`src/rtl/uart_rx.sv`:
```
// 8N1 UART receiver: 16x oversampling, 2-of-3 majority vote at mid-bit, start-glitch
// rejection, sticky framing/overrun flags and a valid/ack output register.
module uart_rx #(
   parameter int unsigned FREQ     = 100000000,
   parameter int unsigned BAUDRATE = 9600
) (
   input  logic       clk,
   input  logic       reset,
   input  logic       RX_Serial,
   input  logic       RX_ACK,
   output logic [7:0] RX_DATA,
   output logic       RX_VALID,
   output logic       RX_BUSY,
   output logic       FRAME_ERR,
   output logic       OVERRUN
);
   localparam int unsigned OS_DIV = FREQ / (BAUDRATE * 16);
   localparam int unsigned CW     = $clog2(OS_DIV) + 1;

   typedef enum logic [2:0] {IDLE, START, DATA, STOP, BREAK} state_t;

   state_t        state;
   logic          rx_meta, rx_s;
   logic [CW-1:0] tick_cnt;
   logic          os_tick, start_det, bit_tick;
   logic [3:0]    ph;
   logic [2:0]    bit_idx;
   logic [7:0]    shreg;
   logic          s7, s8, maj;

   always_ff @(posedge clk or posedge reset) begin
      if (reset) begin
         rx_meta <= 1'b1;
         rx_s    <= 1'b1;
      end else begin
         rx_meta <= RX_Serial;
         rx_s    <= rx_meta;
      end
   end

   always_comb begin
      start_det = (state == IDLE) && !rx_s;
      os_tick   = (tick_cnt == CW'(OS_DIV - 1));
      bit_tick  = os_tick && ((state == START) || (state == DATA) || (state == STOP));
      maj       = (s7 & s8) | (s7 & rx_s) | (s8 & rx_s);
   end

   // Restarting the divider on start detect aligns the oversample grid to the falling edge.
   always_ff @(posedge clk or posedge reset) begin
      if (reset)                     tick_cnt <= '0;
      else if (start_det || os_tick) tick_cnt <= '0;
      else                           tick_cnt <= tick_cnt + CW'(1);
   end

   always_ff @(posedge clk or posedge reset) begin
      if (reset) begin
         state     <= IDLE;
         ph        <= '0;
         bit_idx   <= '0;
         shreg     <= '0;
         s7        <= 1'b1;
         s8        <= 1'b1;
         RX_DATA   <= '0;
         RX_VALID  <= 1'b0;
         RX_BUSY   <= 1'b0;
         FRAME_ERR <= 1'b0;
         OVERRUN   <= 1'b0;
      end else begin
         if (RX_ACK) begin
            RX_VALID  <= 1'b0;
            FRAME_ERR <= 1'b0;
            OVERRUN   <= 1'b0;
         end
         if (bit_tick) begin
            ph <= ph + 4'd1;
            if (ph == 4'd7) s7 <= rx_s;
            if (ph == 4'd8) s8 <= rx_s;
         end
         unique case (state)
            IDLE: begin
               if (!rx_s) begin
                  state   <= START;
                  ph      <= '0;
                  RX_BUSY <= 1'b1;
               end
            end
            START: begin
               if (os_tick) begin
                  if (ph == 4'd9 && maj) begin
                     state   <= IDLE;
                     RX_BUSY <= 1'b0;
                  end else if (ph == 4'd15) begin
                     state   <= DATA;
                     bit_idx <= '0;
                  end
               end
            end
            DATA: begin
               if (os_tick) begin
                  if (ph == 4'd9) shreg <= {maj, shreg[7:1]};
                  if (ph == 4'd15) begin
                     if (bit_idx == 3'd7) state <= STOP;
                     bit_idx <= bit_idx + 3'd1;
                  end
               end
            end
            STOP: begin
               // Leave right after the stop-bit vote rather than at bit end, to tolerate fast senders.
               if (ph >= 4'd10) begin
                  if (rx_s) begin
                     state   <= IDLE;
                     RX_BUSY <= 1'b0;
                  end else begin
                     state <= BREAK;
                  end
               end else if (os_tick && ph == 4'd9) begin
                  if (!maj) begin
                     FRAME_ERR <= 1'b1;
                  end else if (!RX_VALID || RX_ACK) begin
                     RX_DATA  <= shreg;
                     RX_VALID <= 1'b1;
                  end else begin
                     OVERRUN <= 1'b1;
                  end
               end
            end
            BREAK: begin
               if (rx_s) begin
                  state   <= IDLE;
                  RX_BUSY <= 1'b0;
               end
            end
            default: state <= IDLE;
         endcase
      end
   end
endmodule
```
`config.mk`:
```
export PLATFORM = sky130hd
export DESIGN_NAME = uart_rx
export DESIGN_NICKNAME = d
export VERILOG_FILES = /design/src/rtl/uart_rx.sv
export SDC_FILE = /design/constraint.sdc
export NUM_CORES = 1
export LEC_CHECK = 0
export ABC_AREA = 1
export BUFFER_PORTS_ARGS = -buffer_cell sky130_fd_sc_hd__buf_2
export CAP_MARGIN = 0
export CORE_MARGIN = 2
export CORE_UTILIZATION = 50
export CTS_CLUSTER_DIAMETER = 60
export DETAILED_ROUTE_END_ITERATION = 6
export HOLD_SLACK_MARGIN = 0.03
export PLACE_DENSITY = 0.77
export SYNTH_ARGS = -nofsm -noshare
export SYNTH_HDL_FRONTEND = slang
export SYNTH_SLANG_ARGS = --single-unit
```
`constraint.sdc`:
```
create_clock -name clk -period 3.77 [get_ports clk]
set_input_delay 0.754 -clock clk [delete_from_list [all_inputs] [get_ports clk]]
set_output_delay 0.754 -clock clk [all_outputs]
set_load 0.005 [all_outputs]
```
Yosys cells after proc, flatten, opt, wreduce, memory -nomap -nowiden
Cells that the tools add are included.

word-level totals
  word-level logic and storage cells = 109
  input bits = 4
  output and inout bits = 12
  bits in registers = 45

cells by class
  bitwise operators = 6
  add/sub/neg operators = 3
  mux-type cells = 44
  reductions and logical operators = 20
  eq/ne operators = 21
  $lt $le $gt $ge = 1

operators with widths
  kind                   number
  $mux 3                 15
  $mux 1                 22
  $pmux 3 s5             1
  $eq 4x4->1 const B     3
  $mux 4                 3
  $add 11x1->11 const B  1
  $eq 11x10->1 const B   1
  $mux 11                1
  $ne 2x1->1 const B     5
  $ne 2x2->1 const B     5
  $reduce_and 5->1       2
  $reduce_and 8->1       1
  $eq 3x2->1 const B     2
  $eq 3x3->1 const B     2
  $pmux 3 s2             1
  $reduce_and 6->1       1
  $add 4x1->4 const B    1
  $eq 4x3->1 const B     1
  $ge 4x4->1 const B     1
  $logic_and 1x1->1      4
  $logic_or 1x1->1       4
  $pmux 1 s4             1
  $reduce_and 2->1       2
  $reduce_bool 4->1      1
  other kinds (10)       14

Depth between registers and ports, before layout
Gate-level depths: netlist (run 1).

  depth after elaboration = 7
  gate-level depth with buffers = 11
  mapped depth without buffers = 11

Worst setup path after synthesis (run 1)
Ideal clock, no wire load.

  path type = in2reg
  from = input RX_ACK
  to = register RX_DATA[1]
  setup time = 0.117 ns
  stages = 6
  arrival = 1.445 ns
  slack = 2.208 ns
  path buffers = 1
  required time = 3.653 ns
  cells stage by stage = inv_1 a21oi_1 nand3_4 buf_6 o21ai_1 inv_1

on the way
  cells in the longest elaborated chain, start to end = 2

ends and longest elaborated chain
  element                     RTL line  text
  from (decl)                 10        input logic RX_ACK,
  $logic_or 1x1->1            119       end else if (!RX_VALID || RX_ACK) begin
  $reduce_and 5->1 (no line)  -
  to (signal assigned)        120       RX_DATA <= shreg;
  to (decl)                   11        output logic [7:0] RX_DATA,

Every way passes these cells.
A chain may end at the register's enable or synchronous reset.

Worst setup path in the final report (run 1)
  from = register ph[1]
  to = register RX_DATA[6]

on the way
  cells in the longest elaborated chain, start to end = 3
  elaborated cells on any way between the ends = 5
  classes of those cells = 1 x order compare; 1 x eq/ne; 1 x bitwise; 2 x reduce/logical

ends and longest elaborated chain
  element                                                   RTL line  text
  from (decl)                                               26        logic [3:0] ph;
  from (signal assigned)                                    75        ph <= ph + 4'd1;
  $ge 4x4->1 or $eq 4x4->1 (tied branches)                  109, 116
  $not 1->1 (no line) or $logic_and 1x1->1 (tied branches)  -
  $reduce_and 5->1 (no line) *                              -

Every way passes the cells marked *; elsewhere a longest branch is shown, timed or not.

==> run_results.csv, run 1 <==
group,metric,value,unit
status,status,"complete, no violations",
floorplan,core_ar,4380,µm²
cells_and_area,layout_common_cells,"sky130_fd_sc_hd__nand2_1 (79), sky130_fd_sc_hd__inv_1 (46), sky130_fd_sc_hd__dfrtp_1 (41)",
timing,final_worst_path_cycle_share,49.8,%
detailed_routing,num_vias,1796,
yosys,synthDominantCellAreaShare,44.5,%
clock_tree,cts_made_buffers,5,
detailed_routing,detail_route.first_pass.iterations,4,
floorplan,fp.dieW,71.9,µm
yosys,yosys-top-cells-area,"sky130_fd_sc_hd__dfrtp_1 (45%), sky130_fd_sc_hd__nand2_1 (13%), sky130_fd_sc_hd__inv_1 (7.7%), sky130_fd_sc_hd__nand3_1 (5.4%), sky130_fd_sc_hd__dfstp_2 (4.6%)",
floorplan,dieArea,5170,µm²
timing,worst_slew_margin_rel,63.8,%
global_route,globalRouteOverflowTotal,0,
hold_path,worst_hold_path_type,"reg -> reg",
detailed_routing,drc,0,
timing,max_freq,0.533,GHz
detailed_routing,ant_nets,0,
clock_tree,number_of_gates_given_a_new_drive_strength_after_cts,0,
cells_and_area,mostFrequentLayoutCell,"sky130_fd_sc_hd__nand2_1",
timing,final-setup-viol-count,0,
place,dpl.hpwl,2.96,mm
clock_tree,clock_insertion_delay_worst_skew,300,ps
yosys,synth.ff_latch_count,45,
clock_tree,clock-root-buffer,"sky130_fd_sc_hd__clkbuf_8",
timing,fin_skew,7.31,ps
critical_path,crit_path_start_kind,"flop",
clock_tree,cts.reportedPaths.clkPinSlew,80,ps
power,leakage,1.31,nW
detailed_routing,routed_wire_length_per_instance,11.2,µm
power,internal_power,0.000703,W
yosys,number_of_flops_mapped_to_enable_cells_by_yosys,0,
detailed_routing,routed_via_density,4.98,
yosys,postSynthCellCount,289,
detailed_routing,first_iter_violations,101,
floorplan,ioPinCount,16,
cells_and_area,drive_above_1_share,12.6,%
clock_tree,cts-hold-fix-buffers,0,
yosys,ys_types,28,
critical_path,worstPathRequired,3970,ps
yosys,postSynth.asyncResetShare,100,%
flow_run,max_cap_viols,0,
critical_path,critical_path_peak_fanout,16,
yosys,syn-cell-area,2300,µm²
timing,final.setup.tns,0,ps
clock_tree,number_of_sinks_driven_by_the_clock_tree,45,
floorplan,die_y,71.9,µm
clock_tree,post-cts-setup-buffer-count,0,
place,place.port_buffers,15,
power,cellPowerDensity,346,nW/µm²
timing,tightestPinTransition,544,ps
power,maximum_vdd_drop,0.211,mV
timing,slew_viol_final,0,
clock_tree,cts_htree_levels,2,
global_route,antenna_found_initial,0,
global_route,wire_length_of_the_first_global_routing_pass,7.04,mm
power,p_clk_share,43.1,%
power,net_load_switching_power,0.000175,W
floorplan,rows,24,
clock_tree,ctsLongestPathBuffers,2,
power,sw_frac_of_total,19.9,%
floorplan,initial_utilization,52.5,%
timing,hold_viol_final,0,
clock_tree,cts_tree,"done",
cells_and_area,fillCellCount,399,
global_route,grt_usage,17.6,%
timing,final.hold.worst_slack,359,ps
global_route,grt_start_max_net_pins,46,
yosys,synth_top_area_cell,"sky130_fd_sc_hd__dfrtp_1",
cells_and_area,fin_nets,320,
yosys,ys.warnings.count,0,
timing,post-route-min-period,1880,ps
global_route,first_global_vias,1616,
cells_and_area,area_growth_from_synthesis_to_layout,10.1,%
critical_path,cp_data_arrival_time,2070,ps
yosys,avgSynthCellArea,7.97,µm²
power,p_seq_share,55.3,%
power,power_frac_comb,1.6,%
yosys,syn_nets,301,
timing,grt_setup_unrepaired,"no",
detailed_routing,routed_wl,4.06,mm
critical_path,setup.worst_path.class,"reg -> reg",
place,post_detailed_placement_cell_area,2420,µm²
cells_and_area,insertedDiodeCount,0,
yosys,synth-main-ff-cell,"sky130_fd_sc_hd__dfrtp_1",
place,gpl.final_weighted_congestion,0.841,
cells_and_area,post-route-cell-area,2540,µm²
critical_path,cp-end-kind,"flop",
yosys,synth.yosys.seq_area_share,49.1,%
-- flip-flops by register name, summed over array words and instances, names as in the netlist --
register,flops
FRAME_ERR,1
OVERRUN,1
RX_BUSY,1
RX_DATA,8
RX_VALID,1
bit_idx,3
ph,4
rx_meta,1
rx_s,1
s7,1
s8,1
shreg,8
state,3
tick_cnt,11
-- layer usage --
metal	share of wire (%)	global-route usage (%)	vias up
met5	0	0	-
met1	48	24.2	819
met4	1.6	7.34	0
met3	4.4	5.06	5
li1	-	-	936
met2	46	26.0	36
-- kinds of logic (layout without fill, tap and decap cells) --
family / Yosys count / count (layout) / share of synthesized area [%]
AND/OR/NAND/NOR: 146 / 146 / 28.0
buffers and inverters: 52 / 72 / 9.18
flip-flops: 45 / 45 / 49.1
XOR/XNOR: 4 / 4 / 1.52
adder cells (fa/ha/maj): 8 / 8 / 4.35
AO/OA/AOI/OAI: 34 / 34 / 7.88
-- worst paths after layout --
kind	from	slack [ps]	cells after the start	to
worst min register to register	rx_meta	360	0	rx_s
worst min-delay path	rx_meta	360	0	rx_s
worst max register to register	ph[1]	1890	9	RX_DATA[6]
max in group asynchronous	reset	2820	3	rx_meta
worst max-delay path	ph[1]	1890	9	RX_DATA[6]
min in group asynchronous	reset	580	3	tick_cnt[5]
-- critical path: stages, from the launching register on --
cell and delay, ps:
sky130_fd_sc_hd__dfrtp_1 430, sky130_fd_sc_hd__inv_1 120, sky130_fd_sc_hd__ha_1 150, sky130_fd_sc_hd__inv_1 40, sky130_fd_sc_hd__nor2_1 170, sky130_fd_sc_hd__inv_1 100
sky130_fd_sc_hd__nor2_4 290, sky130_fd_sc_hd__nand3_4 240, sky130_fd_sc_hd__o21ai_1 180, sky130_fd_sc_hd__inv_1 50
-- synth_stat cells (2+ instances only) --
master                     number
sky130_fd_sc_hd__or2_2          2
sky130_fd_sc_hd__xnor2_1        2
sky130_fd_sc_hd__o21bai_1       2
sky130_fd_sc_hd__xor2_1         2
sky130_fd_sc_hd__nand3_1       25
sky130_fd_sc_hd__dfstp_2        4
sky130_fd_sc_hd__nor3_1         7
sky130_fd_sc_hd__buf_4          2
sky130_fd_sc_hd__nand2_2        2
sky130_fd_sc_hd__nand3_2        2
sky130_fd_sc_hd__nand2_1       79
sky130_fd_sc_hd__o21ai_0       11
sky130_fd_sc_hd__ha_1           8
sky130_fd_sc_hd__nor2_1        24
sky130_fd_sc_hd__o21ai_1        9
sky130_fd_sc_hd__dfrtp_1       41
sky130_fd_sc_hd__inv_1         47
sky130_fd_sc_hd__a21oi_1       10
-- through the flow --
stage	total power [W]	util [%]	setup slack [ps]	std cells
4_1_cts	0.000882	57.8	1890	361
5_1_grt	0.000904	57.8	1670	361
3_5_place_dp	0.000510	55.2	1910	353
2_1_floorplan	0.000504	-	1960	289
3_3_place_gp	0.000509	55.2	1990	353
6_report	0.000878	57.8	1890	361
-- cell type report --
class	count	area, µm²	area share [%]
Inverter	48	180	7.10
Sequential cell	45	1130	44.6
Timing Repair Buffer	16	82.6	3.26
Multi-Input combinational cell	192	961	37.9
Clock buffer	7	86.3	3.40
Tap cell	52	65.1	2.57
Clock inverter	1	30.0	1.18
-- power by group through the flow --
stage               combinational, W  sequential, W  clock, W
floorplan                 0.00000920       0.000494         0
global placement           0.0000147       0.000495         0
detailed placement         0.0000152       0.000495         0
CTS                        0.0000152       0.000485  0.000382
global route               0.0000170       0.000485  0.000402
finish                     0.0000141       0.000485  0.000379
(Power assumes the default switching activity.)
==> run 2, diff against run 1 <==
- ABC_AREA: 1 -> 0
- PLACE_DENSITY: 0.77 -> 0.8
- clock period: 3.77 -> 1.6 ns (I/O delays scaled with it)
==> run 2 against run 1 <==
The flow now finishes with violations (negative setup slack). Total power is 110% higher. Clock skew shrank 2.9 ps. Via count fell by 4.1%. Non-clock buffer count is 53 higher. Critical path type unchanged. Critical endpoint is now RX_DATA[3]. Critical path depth decreased by 4. Worst hold slack worse by 320 ps.
==> run_results.csv, run 2 <==
group,metric,value,unit
status,status,"complete, but fails checks",
status,failed_checks,"negative setup slack",
critical_path,cp-end-kind,"flop",
detailed_routing,routedLengthMet1,2.10,mm
detailed_routing,wl_met2,2.53,mm
clock_tree,cts_tree,"done",
cells_and_area,mostFrequentLayoutCell,"sky130_fd_sc_hd__buf_4",
yosys,yosys-top-cells-area,"sky130_fd_sc_hd__dfrtp_1 (45%), sky130_fd_sc_hd__mux2_2 (6.5%), sky130_fd_sc_hd__mux2_4 (5.3%), sky130_fd_sc_hd__dfstp_2 (4.7%), sky130_fd_sc_hd__ha_1 (4.4%)",
cells_and_area,layout_common_cells,"sky130_fd_sc_hd__buf_4 (49), sky130_fd_sc_hd__dfrtp_1 (40), sky130_fd_sc_hd__nor2_1 (16)",
flow_run,max_cap_viols,0,
detailed_routing,detail_route.first_pass.iterations,4,
global_route,antenna_found_initial,0,
cells_and_area,post-route-cell-area,3010,µm²
critical_path,critPathLaunch,"ph[1]",
global_route,wire_length_of_the_first_global_routing_pass,7.87,mm
critical_path,cp_num_cells,5,
cells_and_area,fin_nets,270,
yosys,synth_most_common_cell,"sky130_fd_sc_hd__dfrtp_1",
place,place.port_buffers,15,
power,cellPowerDensity,627,nW/µm²
global_route,grt_start_max_net_pins,46,
global_route,globalRouteOverflowTotal,0,
detailed_routing,routed_wl,4.83,mm
power,power_frac_comb,2.1,%
power,leakage,1.47,nW
cells_and_area,biggest_registers_after_layout,"tick_cnt: 11 flops, RX_DATA: 8 flops, shreg: 8 flops",
place,post_detailed_placement_cell_area,2730,µm²
yosys,postSynth.asyncResetShare,100,%
power,internal_power,0.00146,W
critical_path,ff2ff_setup_slack,-240,ps
timing,max_freq,0.542,GHz
yosys,syn-cell-area,2260,µm²
floorplan,dieArea,5070,µm²
critical_path,worst_r2r_endpoint,"RX_DATA[3]",
cells_and_area,layout.core_utilization,69.1,%
floorplan,initial_utilization,51.9,%
cells_and_area,area_growth_from_synthesis_to_layout,33.2,%
global_route,first_global_vias,1731,
timing,final-setup-viol-count,28,
floorplan,ioPinCount,16,
place,dpl.hpwl,3.22,mm
place,dp_cells,297,
detailed_routing,num_vias,1722,
global_route,grt_usage,19.8,%
cells_and_area,final_cells,311,
clock_tree,cts_made_buffers,5,
clock_tree,cts-hold-fix-buffers,0,
yosys,synth_top_area_cell,"sky130_fd_sc_hd__dfrtp_1",
critical_path,worstRegToRegCells,5,
floorplan,die_y,71.2,µm
cells_and_area,insertedDiodeCount,0,
critical_path,path_delay_family,"simple AND/OR/NAND/NOR gates",
critical_path,crit_path_start_kind,"flop",
critical_path,path_cells,"ha_4 -> o31ai_4 -> and2_4 -> and4_4 -> mux2_4",
critical_path,slowest_cell_on_the_critical_path,"sky130_fd_sc_hd__dfrtp_2",
yosys,synth_common_cells,"sky130_fd_sc_hd__dfrtp_1 (41), sky130_fd_sc_hd__nor2_1 (16), sky130_fd_sc_hd__mux2_2 (13)",
critical_path,worstPathRequired,1780,ps
timing,hold_viol_final,0,
yosys,synth.ff_latch_count,45,
timing,final_critical_path_setup_slack,-244,ps
critical_path,critical_path_peak_fanout,8,
cells_and_area,largest_register_ffs,11,
detailed_routing,drc,0,
detailed_routing,routed_via_density,5.54,
timing,grt_setup_unrepaired,"yes",
floorplan,core_ar,4350,µm²
critical_path,worst_setup_endpoint,"RX_DATA[3]",
clock_tree,ctsLongestPathBuffers,2,
floorplan,rows,24,
critical_path,cp_data_arrival_time,2030,ps
yosys,synth.yosys.seq_area_share,50.1,%
detailed_routing,met3_wirelength,114,µm
clock_tree,cts_htree_levels,2,
timing,post-route-min-period,1840,ps
yosys,postSynthCellCount,191,
power,p_clk_share,37.4,%
clock_tree,clock_insertion_delay_worst_skew,300,ps
power,sw_frac_of_total,22.4,%
yosys,ys.warnings.count,0,
timing,fin_skew,4.41,ps
critical_path,max_stage_delay,460,ps
cells_and_area,max_flop_register,"tick_cnt",
yosys,ys_types,49,
clock_tree,clock-root-buffer,"sky130_fd_sc_hd__clkbuf_8",
power,net_load_switching_power,0.000423,W
timing,final.hold.worst_slack,39.0,ps
power,p_seq_share,60.6,%
cells_and_area,drive_above_1_share,51.7,%
timing,tightestPinTransition,314,ps
timing,slew_viol_final,0,
yosys,number_of_flops_mapped_to_enable_cells_by_yosys,0,
detailed_routing,routed_wire_length_per_instance,15.5,µm
yosys,synth-main-ff-cell,"sky130_fd_sc_hd__dfrtp_1",
yosys,avgSynthCellArea,11.8,µm²
yosys,syn_nets,203,
place,gpl.final_weighted_congestion,0.834,
clock_tree,number_of_sinks_driven_by_the_clock_tree,45,
timing,final.setup.tns,-3810,ps
floorplan,fp.dieW,71.2,µm
critical_path,worstReg2RegStart,"ph[1]",
detailed_routing,top_layer,"met4",
critical_path,critPathBufInv,0,
clock_tree,cts.reportedPaths.clkPinSlew,90,ps
detailed_routing,ant_nets,0,
timing,final_worst_path_cycle_share,115,%
timing,worst_slew_margin_rel,78.9,%
yosys,synthDominantCellAreaShare,45.4,%
detailed_routing,first_iter_violations,67,
power,maximum_vdd_drop,0.499,mV
critical_path,setup.worst_path.class,"reg -> reg",
hold_path,worst_hold_path_type,"in -> async",
-- run 2: final cells by class --
type | instances | area [µm²]
Timing Repair Buffer | 69 | 508
Sequential cell | 45 | 1130
Clock inverter | 3 | 21.3
Clock buffer | 5 | 68.8
Inverter | 6 | 22.5
Multi-Input combinational cell | 131 | 1190
Fill cell | 307 | 1350
Tap cell | 52 | 65.1
-- run 2: cells by family after synthesis --
kind of cell,count (synthesis),share of synthesized area [%]
compound gates,24,7.54
xor+xnor,10,3.88
fa+ha+maj,9,4.93
buf+inv,15,3.88
flops,45,50.1
mux,21,11.8
simple gates,67,17.9
-- run 2: how the worst min path moves through the flow --
stage | cells past startpoint | end | start
global placement | 0 | rx_s | rx_meta
CTS | 3 | shreg[4] | reset
global route | 3 | tick_cnt[1] | reset
detailed placement | 0 | rx_s | rx_meta
finish | 3 | shreg[5] | reset
floorplan | 0 | rx_meta | RX_Serial
-- run 2: power groups by stage --
| stage | Clock [W] | Sequential, W | Combinational (W) |
|---|---|---|---|
| after floorplan | 0 | 0.00116 | 0.0000215 |
| after CTS | 0.000722 | 0.00114 | 0.0000410 |
| final | 0.000705 | 0.00114 | 0.0000392 |
| after global placement | 0 | 0.00116 | 0.0000402 |
| after detailed placement | 0 | 0.00116 | 0.0000407 |
| after global routing | 0.000774 | 0.00114 | 0.0000455 |
-- run 2: through the flow --
stage | setup slack (ps) | total power (W)
3_3_place_gp | -231 | 0.00121
2_1_floorplan | -225 | 0.00119
6_report | -244 | 0.00189
4_1_cts | -231 | 0.00191
5_1_grt | -306 | 0.00196
3_5_place_dp | -261 | 0.00121
-- run 2: routing by layer --
layer	up-vias	track usage [%]
met3	11	4.42
met5	-	0
met2	27	32.4
met4	0	6.92
li1	814	-
met1	870	26.0
-- run 2: worst reg2reg max path: cells and delay by family (launching register included) --
family	cells	cell delay (ps)
simple gates	2	540
flops	1	460
mux	1	320
compound gates	1	230
fa+ha+maj	1	180
-- run 2: repair_timing --
| action | CTS | global route |
|---|---|---|
| endpoints found under the hold margin | 0 | 0 |
| buffers inserted | 4 | 4 |
| resized for setup | 18 | 14 |
| pin swaps | 10 | 8 |
| endpoints found under the setup margin | 28 | 34 |
